[src/rtl/bus_sink_regs_pkg.sv]
// Shared constants for the datapath bus sink: default widths, rin bit
// positions and ALU operation codes.
package bus_sink_regs_pkg;

  localparam int DEF_DATA_W = 16;
  localparam int DEF_PC_W   = 6;

  // Bit positions within the rin load-enable vector
  localparam int R0 = 0;
  localparam int R1 = 1;
  localparam int R2 = 2;
  localparam int R3 = 3;
  localparam int R4 = 4;
  localparam int R5 = 5;
  localparam int R6 = 6;
  localparam int R7 = 7;

  // ALU operation select carried on addsub
  localparam logic OP_ADD = 1'b0;
  localparam logic OP_SUB = 1'b1;

endpackage

[src/rtl/bus_sink_regs_regn.sv]
// Load-enable register with asynchronous active-low clear. Used for every
// plain bus-loaded register in the sink (r0..r6, A, G, ADDR, DOUT).
module bus_sink_regs_regn #(
  parameter int W = 16
) (
  input  logic         clock,
  input  logic         resetn,
  input  logic         en,
  input  logic [W-1:0] d_in,
  output logic [W-1:0] q
);

  logic [W-1:0] val_d;
  logic [W-1:0] val_q;

  // Next value: take the input when enabled, otherwise hold
  always_comb begin
    val_d = val_q;
    if (en) begin
      val_d = d_in;
    end
  end

  // State register, cleared immediately by reset
  always_ff @(posedge clock or negedge resetn) begin
    if (!resetn) begin
      val_q <= '0;
    end else begin
      val_q <= val_d;
    end
  end

  assign q = val_q;

endmodule

[src/rtl/bus_sink_regs.sv]
// Destination side of the shared datapath bus: general registers r0..r6,
// program counter r7, accumulator A, ALU result G, memory address ADDR,
// memory write data DOUT and write flag W. All loads take one edge.
module bus_sink_regs
  import bus_sink_regs_pkg::*;
#(
  parameter int DATA_W = DEF_DATA_W,
  parameter int PC_W   = DEF_PC_W
) (
  input  logic              clock,
  input  logic              resetn,
  input  logic [DATA_W-1:0] bus,
  input  logic [7:0]        rin,
  input  logic              incr_pc,
  input  logic              ain,
  input  logic              gin,
  input  logic              addsub,
  input  logic              addr_in,
  input  logic              dout_in,
  input  logic              w_d,
  output logic [DATA_W-1:0] r0,
  output logic [DATA_W-1:0] r1,
  output logic [DATA_W-1:0] r2,
  output logic [DATA_W-1:0] r3,
  output logic [DATA_W-1:0] r4,
  output logic [DATA_W-1:0] r5,
  output logic [DATA_W-1:0] r6,
  output logic [PC_W-1:0]   r7,
  output logic [DATA_W-1:0] a,
  output logic [DATA_W-1:0] g,
  output logic [PC_W-1:0]   addr,
  output logic [DATA_W-1:0] dout,
  output logic              w
);

  logic [DATA_W-1:0] gp [0:6];
  logic [DATA_W-1:0] alu_res;
  logic [PC_W-1:0]   r7_d;
  logic [PC_W-1:0]   r7_q;
  logic              wflag_d;
  logic              wflag_q;

  // General registers; several rin bits set at once simply broadcast the bus
  for (genvar i = 0; i < 7; i++) begin : g_gp
    bus_sink_regs_regn #(.W(DATA_W)) u_gp (
      .clock  (clock),
      .resetn (resetn),
      .en     (rin[i]),
      .d_in   (bus),
      .q      (gp[i])
    );
  end

  assign r0 = gp[R0];
  assign r1 = gp[R1];
  assign r2 = gp[R2];
  assign r3 = gp[R3];
  assign r4 = gp[R4];
  assign r5 = gp[R5];
  assign r6 = gp[R6];

  // Accumulator
  bus_sink_regs_regn #(.W(DATA_W)) u_a (
    .clock  (clock),
    .resetn (resetn),
    .en     (ain),
    .d_in   (bus),
    .q      (a)
  );

  // ALU uses the currently registered A, so a simultaneous ain sees old A
  always_comb begin
    alu_res = a + bus;
    if (addsub == OP_SUB) begin
      alu_res = a - bus;
    end
  end

  // ALU result register
  bus_sink_regs_regn #(.W(DATA_W)) u_g (
    .clock  (clock),
    .resetn (resetn),
    .en     (gin),
    .d_in   (alu_res),
    .q      (g)
  );

  // Memory address register takes only the low PC_W bits of the bus
  bus_sink_regs_regn #(.W(PC_W)) u_addr (
    .clock  (clock),
    .resetn (resetn),
    .en     (addr_in),
    .d_in   (bus[PC_W-1:0]),
    .q      (addr)
  );

  // Memory write data register
  bus_sink_regs_regn #(.W(DATA_W)) u_dout (
    .clock  (clock),
    .resetn (resetn),
    .en     (dout_in),
    .d_in   (bus),
    .q      (dout)
  );

  // Program counter next value: a bus load overrides increment; wraps mod 2^PC_W
  always_comb begin
    r7_d = r7_q;
    if (rin[R7]) begin
      r7_d = bus[PC_W-1:0];
    end else if (incr_pc) begin
      r7_d = r7_q + PC_W'(1);
    end
  end

  // Write flag next value: updated together with DOUT, otherwise sticky
  always_comb begin
    wflag_d = wflag_q;
    if (dout_in) begin
      wflag_d = w_d;
    end
  end

  // Program counter and write flag state
  always_ff @(posedge clock or negedge resetn) begin
    if (!resetn) begin
      r7_q    <= '0;
      wflag_q <= 1'b0;
    end else begin
      r7_q    <= r7_d;
      wflag_q <= wflag_d;
    end
  end

  assign r7 = r7_q;
  assign w  = wflag_q;

endmodule

[config.mk]
export PLATFORM = sky130hd
export DESIGN_NAME = bus_sink_regs
export DESIGN_NICKNAME = d
export VERILOG_FILES = /design/src/rtl/bus_sink_regs_pkg.sv /design/src/rtl/bus_sink_regs_regn.sv /design/src/rtl/bus_sink_regs.sv
export SDC_FILE = /design/constraint.sdc
export NUM_CORES = 1
export LEC_CHECK = 0
export BUFFER_PORTS_ARGS = -buffer_cell sky130_fd_sc_hd__buf_2
export CORE_MARGIN = 2
export CORE_UTILIZATION = 56
export CTS_CLUSTER_SIZE = 20
export DETAILED_ROUTE_END_ITERATION = 10
export GPL_ROUTABILITY_DRIVEN = 0
export HOLD_SLACK_MARGIN = 0.06
export MAX_ROUTING_LAYER = met4
export PLACE_DENSITY = 0.85
export SETUP_SLACK_MARGIN = 0.4
export SLEW_MARGIN = 30
export SYNTH_ARGS = -nofsm -noshare
export SYNTH_HDL_FRONTEND = slang
export SYNTH_SLANG_ARGS = --single-unit
[constraint.sdc]
create_clock -name clock -period 5.2 [get_ports clock]
set_input_delay 1.04 -clock clock [delete_from_list [all_inputs] [get_ports clock]]
set_output_delay 1.04 -clock clock [all_outputs]
set_load 0.02 [all_outputs]
==> results of run 1 <==
[area by class of cell]
class | count | area (µm²)
sequential | 173 | 4330
fill | 907 | 3880
multi-input combinational | 333 | 2990
timing repair buffer | 207 | 1050
clock buffer | 19 | 453
tap | 176 | 220
clock inverter | 13 | 189
inverter | 8 | 30.0
[routing by layer]
layer  share of wire (%)  routed length, µm  GRT usage (%)
met4                 2.6                475           10.1
met3                 6.6               1210           6.70
met5                   0                  0              -
met2                  49               9020           43.0
met1                  42               7670           34.0
[metrics by stage]
step	util, %	worst slack [ps]	power, µW	hold WS [ps]
after global placement	65.6	1100	2510	486
after floorplan	-	1380	2220	605
after detailed placement	65.6	881	2550	490
after global routing	70.5	1070	4050	510
final	70.5	1170	3900	500
after CTS	70.5	1320	3910	504
[sequential cells by signal, indices dropped and copies added, names as in the netlist]
| name | cells |
|---|---|
| u_addr.q | 6 |
| r7 | 6 |
| u_g.q | 16 |
| w | 1 |
| u_dout.q | 16 |
| u_a.q | 16 |
| g_gp.u_gp.q | 112 |
[worst max-delay path by stage]
stage	from	endpoint	slack [ps]
2_1_floorplan	bus[0]	u_g.q[13]	1380
3_3_place_gp	bus[5]	u_g.q[13]	1100
3_5_place_dp	bus[5]	u_g.q[13]	880
4_1_cts	bus[5]	u_g.q[13]	1320
5_1_grt	bus[0]	u_g.q[13]	1070
6_report	bus[5]	u_g.q[13]	1170
[cells by family after synthesis]
kind of cell | Yosys count | synth area share, %
compound gates | 54 | 4.31
xor+xnor | 33 | 3.86
fa+ha+maj | 18 | 3.11
buf+inv | 47 | 2.37
flops | 173 | 57.8
mux | 163 | 24.4
simple gates | 65 | 4.16
[Yosys cell counts (all sizes together), types with 2 or more instances]
library cell	instances	area, µm²
nand4	4	25.0
a211oi	4	30.0
a31oi	2	12.5
mux2i	3	30.0
nor2	25	93.8
xnor2	24	210
inv	8	30.0
or3	3	23.8
mux2	160	1800
xor2	9	78.8
o211ai	3	22.5
ha	17	213
o21ai	16	80.1
dfrtp	173	4330
buf	6	23.8
a21o	2	15.0
nor3	4	20.0
clkbuf	33	124
nor2b	2	12.5
o21bai	2	15.0
nand2	17	63.8
a21oi	18	90.1
nand3b	2	15.0
nand2b	3	18.8
o31ai	2	15.0
or4	2	15.0
[power by group through the flow]
stage                     logic [µW]  registers [µW]  clock network, µW
after floorplan                  367            1850                  0
after global placement           879            1630                  0
after detailed placement         908            1640                  0
after CTS                        914            1620               1380
after global routing             972            1640               1440
final                            914            1620               1360
[placed cells by master (no fill, tap or decap), types with 2 or more instances in the layout]
master,Yosys,layout
sky130_fd_sc_hd__o211ai_1,3,3
sky130_fd_sc_hd__nor3_1,4,4
sky130_fd_sc_hd__clkbuf_8,0,2
sky130_fd_sc_hd__nand3b_1,2,2
sky130_fd_sc_hd__dfrtp_1,173,173
sky130_fd_sc_hd__xor2_1,9,9
sky130_fd_sc_hd__nand4_1,4,4
sky130_fd_sc_hd__o31ai_1,2,2
sky130_fd_sc_hd__xnor2_1,24,24
sky130_fd_sc_hd__buf_2,1,204
sky130_fd_sc_hd__clkinv_4,0,4
sky130_fd_sc_hd__a21o_1,2,2
sky130_fd_sc_hd__a21oi_1,18,18
sky130_fd_sc_hd__or3_1,2,2
sky130_fd_sc_hd__nor2b_1,2,2
sky130_fd_sc_hd__buf_4,0,2
sky130_fd_sc_hd__mux2_2,160,160
sky130_fd_sc_hd__inv_1,8,8
sky130_fd_sc_hd__a211oi_1,4,4
sky130_fd_sc_hd__nor2_1,25,25
sky130_fd_sc_hd__o21ai_0,16,16
sky130_fd_sc_hd__nand2b_1,3,3
sky130_fd_sc_hd__o21bai_1,2,2
sky130_fd_sc_hd__mux2i_1,3,3
sky130_fd_sc_hd__ha_1,17,17
sky130_fd_sc_hd__or4_1,2,2
sky130_fd_sc_hd__clkinv_2,0,3
sky130_fd_sc_hd__nand2_1,17,17
sky130_fd_sc_hd__bufinv_16,0,4
sky130_fd_sc_hd__a31oi_1,2,2
sky130_fd_sc_hd__clkbuf_16,0,17
[critical path: stages]
cell and delay, ps:
sky130_fd_sc_hd__buf_2 190, sky130_fd_sc_hd__or3_4 440, sky130_fd_sc_hd__or3_1 370, sky130_fd_sc_hd__or4_1 430
sky130_fd_sc_hd__nor2b_1 160, sky130_fd_sc_hd__xnor2_1 140, sky130_fd_sc_hd__ha_1 380, sky130_fd_sc_hd__a21oi_1 260
sky130_fd_sc_hd__o21ai_0 190, sky130_fd_sc_hd__nor2_1 170, sky130_fd_sc_hd__o21ai_0 130, sky130_fd_sc_hd__xor2_1 160
sky130_fd_sc_hd__mux2_2 280
==> results.md, run 1 <==
| Stage | Result | This run |
|:---|:---|:---|
| run status | Outcome | complete, no violations |
| clock tree | Max Buffers Root-to-Sink | 2 |
| min path | Min-Delay Endpoint | g_gp[4].u_gp.q[2] |
| detailed routing | First-pass iteration count of the detailed router | 5 |
| power | Combinational fraction of design power | 23.5% |
| timing | Slew Limit Headroom | 45.8% |
| floorplan | Count of boundary I/O pins | 206 |
| power | Leakage | 0.00428 µW |
| clock tree | Sinks on Clock Net | 173 |
| final layout | Proportion of layout cells with a drive suffix above 1 | 53.3% |
| min path | Hold path depth | 1 |
| yosys | Post-synthesis register bit count | 173 |
| setup path | Depth of the most critical reg-to-reg path | 10 |
| global route | Grt ovf | 0 |
| floorplan | Initial core utilization | 57.0% |
| clock tree | Clock latency on the worst-skew pair | 420 ps |
| placement | Number of port buffers | 205 |
| setup path | Critical Path RT | 5500 ps |
| setup path | Crit Path Max Fanout | 13 |
| min path | Hold Path Class | flip-flop to flip-flop |
| yosys | Cells after Synth | 553 |
| floorplan | Die area | 14300 µm² |
| timing | TNS Setup | 0 ps |
| clock tree | Clock-pin slew on the worst setup and hold paths | 60 ps |
| clock tree | Master cell of the clock root buffer | sky130_fd_sc_hd__clkbuf_16 |
| global route | Overall track demand over capacity in global routing | 27.1% |
| final layout | Count of non-filler cells in the finished layout | 929 |
| yosys | Ys flop type | sky130_fd_sc_hd__dfrtp_1 |
| global route | Vias in the first global route | 5425 |
| clock tree | Number of buffers added to fix hold violations after cts | 0 |
| setup path | Launching element type of the critical path | primary input |
| timing | Post-layout min period | 4030 ps |
| timing | Final Hold Vio Count | 0 |
| timing | Number of pins exceeding their max-slew limit in the final report | 0 |
| setup path | Worst setup EP type | flip-flop |
| yosys | Total standard cell area after synthesis | 7490 µm² |
| placement | Number of instances in the placed design | 897 |
| detailed routing | Remaining routing DRC violations | 0 |
| detailed routing | Per-cell via count in the routed design | 5.70 |
| timing | Setup repair after global routing missed its margin | no |
| floorplan | Core Rows | 42 |
| timing | Highest clock rate | 248 MHz |
| floorplan | Standard cell core area | 13100 µm² |
| detailed routing | Total vias in the final route | 5291 |
| detailed routing | Number of DRC markers in iteration 0 | 412 |
| timing | Setup-violating endpoint count in the final report | 0 |
| setup path | Worst reg2reg setup slack | 2570 ps |
| setup path | Worst reg2reg endpoint | u_g.q[12] |
| final layout | Area overhead of the layout relative to synthesis | 23.5% |
| yosys | Count of different cell masters after synthesis | 37 |
| power | Switch Pwr | 1190 µW |
| clock tree | CTS buffer count | 17 |
| final layout | N_diodes | 0 |
| global route | Initial antenna violation count | 0 |
| min path | Start point of the worst min-delay path | g_gp[4].u_gp.q[2] |
| floorplan | Die span in y | 120 µm |
| clock tree | CTS resizes | 0 |
| run | Max Cap Violations | 0 |
| timing | Final cycle utilization of the critical path | 77.5% |
| clock tree | Count of H-tree levels built during CTS | 4 |
| timing | Measured slew at the worst slew-check pin | 813 ps |
| global route | Global-route wire length before repair | 28900 µm |
| yosys | Number of nets in the synthesized netlist | 604 |
| setup path | RR Startpoint | u_a.q[0] |
| power | Peak supply drop | 0.306 mV |
| yosys | Sequential area share after synthesis | 57.8% |
| yosys | Average cell area after synthesis | 13.6 µm² |
| detailed routing | Routed length per placed instance | 19.8 µm |
| power | Switching part of the total power | 30.4% |
| final layout | Final instance area | 9260 µm² |
| power | Clk pwr share | 34.9% |
| yosys | Number of synthesized flops with an enable pin | 0 |
| power | Pwr Density | 421 nW/µm² |
| placement | Area post-placement | 8610 µm² |
| clock tree | # Post-CTS Setup Buffers | 0 |
| yosys | Synth warn | 0 |
| power | Sequential fraction of design power | 41.6% |
| global route | Pin count of the biggest net entering global routing | 93 |
| final layout | Final-stage net count | 791 |
| timing | Fin Clk Skew | 7.30 ps |
| setup path | Crit path kind | primary input to flip-flop |
| detailed routing | Total Wirelength | 18400 µm |
| clock tree | TritonCTS clock tree | built |
| yosys | Fraction of synthesis flops using an asynchronous set or reset pin | 100% |
| placement | Half-perimeter wire length of the detailed placement result | 12800 µm |
| power | Power Internal | 2710 µW |
| detailed routing | Number of nets with antenna violations after routing | 0 |
| floorplan | Chip width | 120 µm |
| setup path | Arrival time of data at the critical path endpoint | 4330 ps |
(Power assumes the default switching activity.)
==> run 2: changes to the inputs <==
--- a/config.mk
+++ b/config.mk
@@ -7,13 +7,13 @@
 export LEC_CHECK = 0
 export BUFFER_PORTS_ARGS = -buffer_cell sky130_fd_sc_hd__buf_2
 export CORE_MARGIN = 2
-export CORE_UTILIZATION = 56
+export CORE_UTILIZATION = 47
 export CTS_CLUSTER_SIZE = 20
 export DETAILED_ROUTE_END_ITERATION = 10
 export GPL_ROUTABILITY_DRIVEN = 0
 export HOLD_SLACK_MARGIN = 0.06
 export MAX_ROUTING_LAYER = met4
-export PLACE_DENSITY = 0.85
+export PLACE_DENSITY = 0.76
 export SETUP_SLACK_MARGIN = 0.4
 export SLEW_MARGIN = 30
 export SYNTH_ARGS = -nofsm -noshare
==> constraint.sdc (replaced) <==
create_clock -name clock -period 3.4 [get_ports clock]
set_input_delay 0.68 -clock clock [delete_from_list [all_inputs] [get_ports clock]]
set_output_delay 0.68 -clock clock [all_outputs]
set_load 0.02 [all_outputs]
==> results.md, run 2 (synthesis gave the netlist of run 1 again) <==
| Stage | Result | This run | vs previous |
|:---|:---|:---|:---|
| run status | Outcome | complete, no violations | unchanged |
| setup path | Arrival time of data at the critical path endpoint | 3490 ps | was 4330 ps |
| clock tree | Sinks on Clock Net | 173 | unchanged |
| timing | Hold slack final | 326 ps | was 500 ps |
| global route | Initial antenna violation count | 0 | unchanged |
| detailed routing | DRT met1 WL | 7760 µm | was 7670 µm |
| run | Max Cap Violations | 0 | unchanged |
| min path | Hold Path Class | primary input to async pin | was flip-flop to flip-flop |
| floorplan | Die span in y | 130 µm | was 120 µm |
| timing | Final setup slack of the worst path | 197 ps | was 1170 ps |
| final layout | Count of non-filler cells in the finished layout | 1003 | was 929 |
| timing | Measured slew at the worst slew-check pin | 803 ps | was 813 ps |
| timing | Setup repair after global routing missed its margin | yes | was no |
| clock tree | Clock-pin slew on the worst setup and hold paths | 60 ps | about the same |
| detailed routing | Number of nets with antenna violations after routing | 0 | unchanged |
| setup path | Crit Path Max Fanout | 5 | was 13 |
| detailed routing | Number of DRC markers in iteration 0 | 353 | was 412 |
| timing | Number of pins exceeding their max-slew limit in the final report | 0 | unchanged |
| timing | Highest clock rate | 312 MHz |  |
| final layout | Final-stage net count | 825 | was 791 |
| detailed routing | Total vias in the final route | 5222 | was 5291 |
| global route | Global-route wire length before repair | 29400 µm | was 28900 µm |
| final layout | N_diodes | 0 | unchanged |
| floorplan | Core Rows | 46 | was 42 |
| final layout | Top library cells by usage in the layout, fill and taps aside | sky130_fd_sc_hd__buf_2 (202), sky130_fd_sc_hd__dfrtp_1 (173), sky130_fd_sc_hd__mux2_2 (159) | was sky130_fd_sc_hd__buf_2 (204), sky130_fd_sc_hd__dfrtp_1 (173), sky130_fd_sc_hd__mux2_2 (160) |
| timing | Slew Limit Headroom | 46.5% | was 45.8% |
| placement | Area post-placement | 8960 µm² | was 8610 µm² |
| detailed routing | Top routing layer in use | met4 | unchanged |
| clock tree | CTS buffer count | 17 | unchanged |
| placement | Half-perimeter wire length of the detailed placement result | 13600 µm | was 12800 µm |
| detailed routing | Routed length per placed instance | 18.6 µm | was 19.8 µm |
| global route | Pin count of the biggest net entering global routing | 90 | was 93 |
| timing | Fin Clk Skew | 4.32 ps | was 7.30 ps |
| final layout | Final instance area | 9640 µm² | was 9260 µm² |
| floorplan | Initial core utilization | 47.7% | was 57.0% |
| final layout | Proportion of layout cells with a drive suffix above 1 | 56.9% | was 53.3% |
| timing | Setup-violating endpoint count in the final report | 0 | unchanged |
| final layout | Most common library cell in the layout ignoring fill and taps | sky130_fd_sc_hd__buf_2 | unchanged |
| detailed routing | Routed wire length on met2 | 9350 µm | was 9020 µm |
| power | Peak supply drop | 0.315 mV | was 0.306 mV |
| global route | Vias in the first global route | 5558 | was 5425 |
| clock tree | Number of buffers added to fix hold violations after cts | 0 | unchanged |
| detailed routing | Met3 Routed Length | 1100 µm | was 1210 µm |
| setup path | Worst setup EP type | flip-flop | unchanged |
| final layout | Area overhead of the layout relative to synthesis | 28.6% | was 23.5% |
| clock tree | Master cell of the clock root buffer | sky130_fd_sc_hd__clkbuf_16 | unchanged |
| floorplan | Chip width | 130 µm | was 120 µm |
| setup path | Critical Path RT | 3690 ps | was 5500 ps |
| floorplan | Count of boundary I/O pins | 206 | unchanged |
| global route | Overall track demand over capacity in global routing | 23.6% | was 27.1% |
| final layout | Largest register FFs | 112 | unchanged |
| setup path | Crit path kind | primary input to flip-flop | unchanged |
| floorplan | Die area | 17000 µm² | was 14300 µm² |
| detailed routing | Total Wirelength | 18700 µm | was 18400 µm |
| timing | Final Hold Vio Count | 0 | unchanged |
| power | Total power draw | 5860 µW | was 3900 µW |
| power | Pwr Density | 608 nW/µm² | was 421 nW/µm² |
| power | Leakage | 0.00446 µW | was 0.00428 µW |
| timing | Post-layout min period | 3200 ps |  |
| clock tree | TritonCTS clock tree | built | unchanged |
| placement | Number of port buffers | 205 | unchanged |
| clock tree | Clock latency on the worst-skew pair | 410 ps | was 420 ps |
| timing | Final cycle utilization of the critical path | 94.2% |  |
| clock tree | Count of H-tree levels built during CTS | 4 | unchanged |
| floorplan | Standard cell core area | 15700 µm² | was 13100 µm² |
| clock tree | Max Buffers Root-to-Sink | 2 | unchanged |
| placement | Setup slack after placement | -285 ps | was 881 ps |
| setup path | Launching element type of the critical path | primary input | unchanged |
| detailed routing | Per-cell via count in the routed design | 5.21 | was 5.70 |
| detailed routing | Remaining routing DRC violations | 0 | unchanged |
| global route | Grt ovf | 0 | unchanged |
| placement | Number of instances in the placed design | 969 | was 897 |
| detailed routing | First-pass iteration count of the detailed router | 4 | was 5 |
-- run 2: changes by cell type in the layout (fill, tap and decap cells not counted), sizes merged --
cell	delta
clkinvlp	+1
inv	+2
clkbuf	+1
buf	+34
bufinv	-2
clkinv	-2
-- run 2: what timing repair did --
action | CTS | global route
buffers inserted | 1 | 1
resized for setup | 5 | 9
endpoints found under the setup margin | 6 | 7
pin swaps | 3 | 7
hold endpoints to repair | 0 | 0
-- run 2: path summary, 6_finish.rpt --
check | from | endpoint | slack (ps) | cells after the start
setup reg to reg | u_a.q[0] | u_g.q[14] | 980 | 11
hold reg to reg | g_gp[0].u_gp.q[11] | g_gp[0].u_gp.q[11] | 500 | 1
max in group asynchronous | resetn | u_dout.q[10] | 2280 | 2
setup / recovery | bus[4] | u_g.q[15] | 200 | 13
hold / removal | resetn | g_gp[4].u_gp.q[5] | 330 | 1
min in group clock | w_d | w | 500 | 2
-- run 2: routing by layer --
metal | up-vias | global-route usage [%]
met5 | - | -
met4 | 0 | 7.97
met3 | 40 | 5.78
li1 | 2382 | -
met2 | 192 | 38.7
met1 | 2608 | 28.9
-- run 2: stage by stage --
stage / util (%) / TNS, ps
floorplan: - / 0
global placement: 57.0 / -418
detailed placement: 57.0 / -1380
CTS: 60.9 / 0
global route: 61.3 / 0
finish: 61.3 / 0
-- run 2: layout make-up --
class,instances,area (µm²)
clock buffer,20,447
timing repair buffer,241,1330
fill,1226,6070
clock inverter,12,136
sequential,173,4330
inverter,8,32.5
tap,216,270
multi-input combinational,333,3100
-- run 2: critical path, cell delays in order --
cell and delay, ps:
sky130_fd_sc_hd__buf_6 90, sky130_fd_sc_hd__or3_4 390, sky130_fd_sc_hd__or3_4 400, sky130_fd_sc_hd__or4_4 420, sky130_fd_sc_hd__nor2b_4 150, sky130_fd_sc_hd__xnor2_2 140
sky130_fd_sc_hd__ha_4 300, sky130_fd_sc_hd__nand4_1 170, sky130_fd_sc_hd__o31ai_2 310, sky130_fd_sc_hd__a31oi_1 90, sky130_fd_sc_hd__o31ai_1 100, sky130_fd_sc_hd__xnor2_1 160
sky130_fd_sc_hd__a21oi_1 80
-- run 2: power breakdown --
group          leakage [µW]  total (µW)  internal, µW  switching (µW)
registers           0.00202        2470          2320             149
clock network      0.000283        1900          1110             795
logic               0.00215        1480           608             873
total               0.00446        5860          4040            1820
==> run 3: changes to the inputs <==
--- a/config.mk
+++ b/config.mk
@@ -7,15 +7,16 @@
 export LEC_CHECK = 0
 export BUFFER_PORTS_ARGS = -buffer_cell sky130_fd_sc_hd__buf_2
 export CORE_MARGIN = 2
-export CORE_UTILIZATION = 47
+export CORE_UTILIZATION = 44
 export CTS_CLUSTER_SIZE = 20
 export DETAILED_ROUTE_END_ITERATION = 10
 export GPL_ROUTABILITY_DRIVEN = 0
 export HOLD_SLACK_MARGIN = 0.06
 export MAX_ROUTING_LAYER = met4
-export PLACE_DENSITY = 0.76
+export PLACE_DENSITY = 0.71
 export SETUP_SLACK_MARGIN = 0.4
 export SLEW_MARGIN = 30
 export SYNTH_ARGS = -nofsm -noshare
 export SYNTH_HDL_FRONTEND = slang
+export SYNTH_HIERARCHICAL = 1
 export SYNTH_SLANG_ARGS = --single-unit
==> results.md, run 3 <==
| Stage | Result | This run | vs previous |
|:---|:---|:---|:---|
| power | Peak supply drop | 0.346 mV | was 0.315 mV |
| global route | Global-route wire length before repair | 31600 µm | was 29400 µm |
| timing | Measured slew at the worst slew-check pin | 560 ps | was 803 ps |
| final layout | Proportion of layout cells with a drive suffix above 1 | 60.1% | was 56.9% |
| timing | Slew Limit Headroom | 62.7% | was 46.5% |
| detailed routing | Remaining routing DRC violations | 0 | unchanged |
| yosys | Fraction of synthesis flops using an asynchronous set or reset pin | 100% | unchanged |
| yosys | Average cell area after synthesis | 15.5 µm² | was 13.6 µm² |
| run status | Outcome | complete, no violations | unchanged |
| setup path | Cell at the slowest stage of the critical path | sky130_fd_sc_hd__or4_4 | unchanged |
| timing | Setup repair after global routing missed its margin | yes | unchanged |
| global route | Pin count of the biggest net entering global routing | 67 | was 90 |
| final layout | Area overhead of the layout relative to synthesis | 25.9% | was 28.6% |
| global route | Initial antenna violation count | 0 | unchanged |
| setup path | Crit path kind | primary input to flip-flop | unchanged |
| detailed routing | First-pass iteration count of the detailed router | 4 | unchanged |
| clock tree | Max Buffers Root-to-Sink | 2 | unchanged |
| placement | Number of port buffers | 205 | unchanged |
| detailed routing | DRT met1 WL | 8670 µm | was 7760 µm |
| clock tree | TritonCTS clock tree | built | unchanged |
| final layout | Final-stage net count | 814 | was 825 |
| detailed routing | Per-cell via count in the routed design | 5.21 | about the same |
| floorplan | Count of boundary I/O pins | 206 | unchanged |
| clock tree | Count of H-tree levels built during CTS | 4 | unchanged |
| yosys | Number of synthesized flops with an enable pin | 0 | unchanged |
| final layout | Most common library cell in the layout ignoring fill and taps | sky130_fd_sc_hd__buf_2 | unchanged |
| setup path | Launching element type of the critical path | primary input | unchanged |
| timing | Highest clock rate | 312 MHz | about the same |
| power | Leakage | 0.00498 µW | was 0.00446 µW |
| final layout | Filler cell count in the final layout | 1465 | was 1226 |
| power | Total power draw | 6210 µW | was 5860 µW |
| timing | Number of pins exceeding their max-slew limit in the final report | 0 | unchanged |
| yosys | Biggest area consumer among synthesized cells | sky130_fd_sc_hd__dfrtp_1 | unchanged |
| setup path | Worst setup EP type | flip-flop | unchanged |
| setup path | Worst reg2reg setup slack | 700 ps | was 980 ps |
| setup path | Worst reg2reg endpoint | u_g/q[12] | was u_g.q[14] |
| yosys | Synth warn | 6 | was 0 |
| detailed routing | Top routing layer in use | met4 | unchanged |
| yosys | Total standard cell area after synthesis | 8070 µm² | was 7490 µm² |
| floorplan | Die span in y | 139 µm | was 130 µm |
| detailed routing | Total vias in the final route | 5232 | was 5222 |
| power | Pwr Density | 612 nW/µm² | was 608 nW/µm² |
| clock tree | Clock-pin slew on the worst setup and hold paths | 70 ps | was 60 ps |
| detailed routing | Met3 Routed Length | 1300 µm | was 1100 µm |
| yosys | Count of different cell masters after synthesis | 40 | was 37 |
| global route | Vias in the first global route | 5524 | was 5558 |
| clock tree | Master cell of the clock root buffer | sky130_fd_sc_hd__clkbuf_16 | unchanged |
| clock tree | CTS buffer count | 17 | unchanged |
| final layout | Count of non-filler cells in the finished layout | 1005 | was 1003 |
| setup path | Arrival time of data at the critical path endpoint | 3520 ps | was 3490 ps |
| yosys | Cells after Synth | 522 | was 553 |
| global route | Overall track demand over capacity in global routing | 21.4% | was 23.6% |
| placement | Number of instances in the placed design | 965 | was 969 |
| min path | Hold Path Class | primary input to async pin | unchanged |
| yosys | Portion of synthesized cell area occupied by the leading cell type | 53.7% | was 57.8% |
| run | Max Cap Violations | 0 | unchanged |
| detailed routing | Routed wire length on met2 | 9660 µm | was 9350 µm |
| yosys | Post-synthesis register bit count | 173 | unchanged |
| yosys | Number of nets in the synthesized netlist | 573 | was 604 |
| global route | Grt ovf | 0 | unchanged |
| detailed routing | Number of nets with antenna violations after routing | 0 | unchanged |
| final layout | Largest register FFs | 112 | unchanged |
| yosys | Leading cell types by total area after synthesis | sky130_fd_sc_hd__dfrtp_1 (54%), sky130_fd_sc_hd__mux2_4 (20%), sky130_fd_sc_hd__mux2_2 (8.5%) | was sky130_fd_sc_hd__dfrtp_1 (58%), sky130_fd_sc_hd__mux2_2 (24%), sky130_fd_sc_hd__ha_1 (2.8%) |
| placement | Half-perimeter wire length of the detailed placement result | 14300 µm | was 13600 µm |
| clock tree | Sinks on Clock Net | 173 | unchanged |
| timing | Final cycle utilization of the critical path | 94.4% | was 94.2% |
| setup path | Critical Path RT | 3710 ps | was 3690 ps |
| floorplan | Standard cell core area | 18000 µm² | was 15700 µm² |
| yosys | Ys flop type | sky130_fd_sc_hd__dfrtp_1 | unchanged |
| floorplan | Chip width | 139 µm | was 130 µm |
| setup path | Largest incremental delay on the critical path | 460 ps | was 420 ps |
| detailed routing | Number of DRC markers in iteration 0 | 195 | was 353 |
| floorplan | Core Rows | 49 | was 46 |
| timing | Final Hold Vio Count | 0 | unchanged |
| detailed routing | Total Wirelength | 20000 µm | was 18700 µm |
| timing | Fin Clk Skew | 11.3 ps | was 4.32 ps |
| final layout | Top library cells by usage in the layout, fill and taps aside | sky130_fd_sc_hd__buf_2 (202), sky130_fd_sc_hd__dfrtp_1 (173), sky130_fd_sc_hd__mux2_4 (107) | was sky130_fd_sc_hd__buf_2 (202), sky130_fd_sc_hd__dfrtp_1 (173), sky130_fd_sc_hd__mux2_2 (159) |
| setup path | Depth of the most critical reg-to-reg path | 12 | was 11 |
| floorplan | Initial core utilization | 44.9% | was 47.7% |
| yosys | Most common cell in the netlist | sky130_fd_sc_hd__dfrtp_1 | unchanged |
| clock tree | Number of buffers added to fix hold violations after cts | 0 | unchanged |
| setup path | Cell-by-cell listing of the critical path | buf_12 -> inv_12 -> ha_4 -> nand2b_4 -> or4_4 -> nor3_4 -> nor2_1 -> xnor2_1 -> ha_1 -> a21oi_2 -> nor2_1 -> a21oi_1 -> o31ai_2 -> o41ai_2 -> xnor2_1 -> mux2_4 | was buf_6 -> or3_4 -> or3_4 -> or4_4 -> nor2b_4 -> xnor2_2 -> ha_4 -> nand4_1 -> o31ai_2 -> a31oi_1 -> o31ai_1 -> xnor2_1 -> a21oi_1 |
| detailed routing | Routed length per placed instance | 19.9 µm | was 18.6 µm |
| timing | Post-layout min period | 3210 ps | was 3200 ps |
| yosys | Most instantiated cells after synthesis | sky130_fd_sc_hd__dfrtp_1 (173), sky130_fd_sc_hd__mux2_4 (106), sky130_fd_sc_hd__mux2_2 (61) | was sky130_fd_sc_hd__dfrtp_1 (173), sky130_fd_sc_hd__mux2_2 (160), sky130_fd_sc_hd__clkbuf_1 (33) |
| timing | Setup-violating endpoint count in the final report | 0 | unchanged |
| clock tree | Clock latency on the worst-skew pair | 430 ps | was 410 ps |
| final layout | N_diodes | 0 | unchanged |
| setup path | First element of the critical path | bus[0] | was bus[4] |
| yosys | Sequential area share after synthesis | 53.7% | was 57.8% |
| floorplan | Die area | 19400 µm² | was 17000 µm² |
| setup path | RR Startpoint | u_a/q[0] | was u_a.q[0] |
| setup path | Crit Path Max Fanout | 4 | was 5 |
[run 3: cells by family after synthesis]
family / share of synthesized area (%)
adder cells (fa/ha/maj): 2.88
XOR/XNOR: 3.69
buffers and inverters: 4.53
AND/OR/NAND/NOR: 3.04
flip-flops: 53.7
multiplexers: 28.5
AO/OA/AOI/OAI: 3.71
[run 3: worst max path at each step]
stage | to | depth (start not counted)
after CTS | u_g/q[13] | 16
final | u_g/q[13] | 16
after global placement | u_g/q[13] | 16
after global routing | u_g/q[13] | 16
after floorplan | u_g/q[12] | 14
after detailed placement | u_g/q[13] | 16
[run 3: worst max-delay path, delay by kind of cell]
| kind | cells | cell delay, ps |
|---|---|---|
| mux | 1 | 280 |
| buf+inv | 2 | 150 |
| fa+ha+maj | 2 | 500 |
| xor+xnor | 2 | 290 |
| compound gates | 4 | 830 |
| simple gates | 5 | 780 |
[run 3: per-layer routing]
layer	GRT usage (%)	up-vias
met2	33.9	190
li1	-	2338
met1	27.6	2675
met4	6.17	0
met3	5.30	29
met5	-	-
[run 3: area by class of cell]
class | count | area [µm²] | area share, %
flip-flops and latches | 173 | 4330 | 42.6
multi-input cells | 317 | 3490 | 34.4
repair buffers | 245 | 1380 | 13.6
clock buffers | 18 | 439 | 4.32
well taps | 229 | 287 | 2.82
clock inverters | 14 | 179 | 1.76
inverters | 9 | 51.3 | 0.505
[run 3: through the flow]
stage	util (%)	hold WS [ps]	setup WS, ps	area [µm²]	setup TNS [ps]
5_1_grt	56.5	181	93.9	10200	0
3_5_place_dp	52.2	489	-334	9370	-972
3_3_place_gp	52.2	484	-137	9370	-289
4_1_cts	56.1	169	270	10100	0
6_report	56.5	160	192	10200	0
2_1_floorplan	-	384	157	8130	0
[run 3: repair_timing]
action                                  in CTS  in global routing
pin swaps                                   11                  7
cloned                                       0                  0
resized for setup                           13                  8
buffers inserted                             3                  5
endpoints found under the setup margin       5                  5
hold endpoints to repair                     0                  0
[run 3: power by group]
part           switching (µW)  leakage (µW)  total (µW)  internal [µW]
Combinational             920       0.00266        1700            778
Sequential                171       0.00202        2500           2330
Clock                     933      0.000294        2010           1080
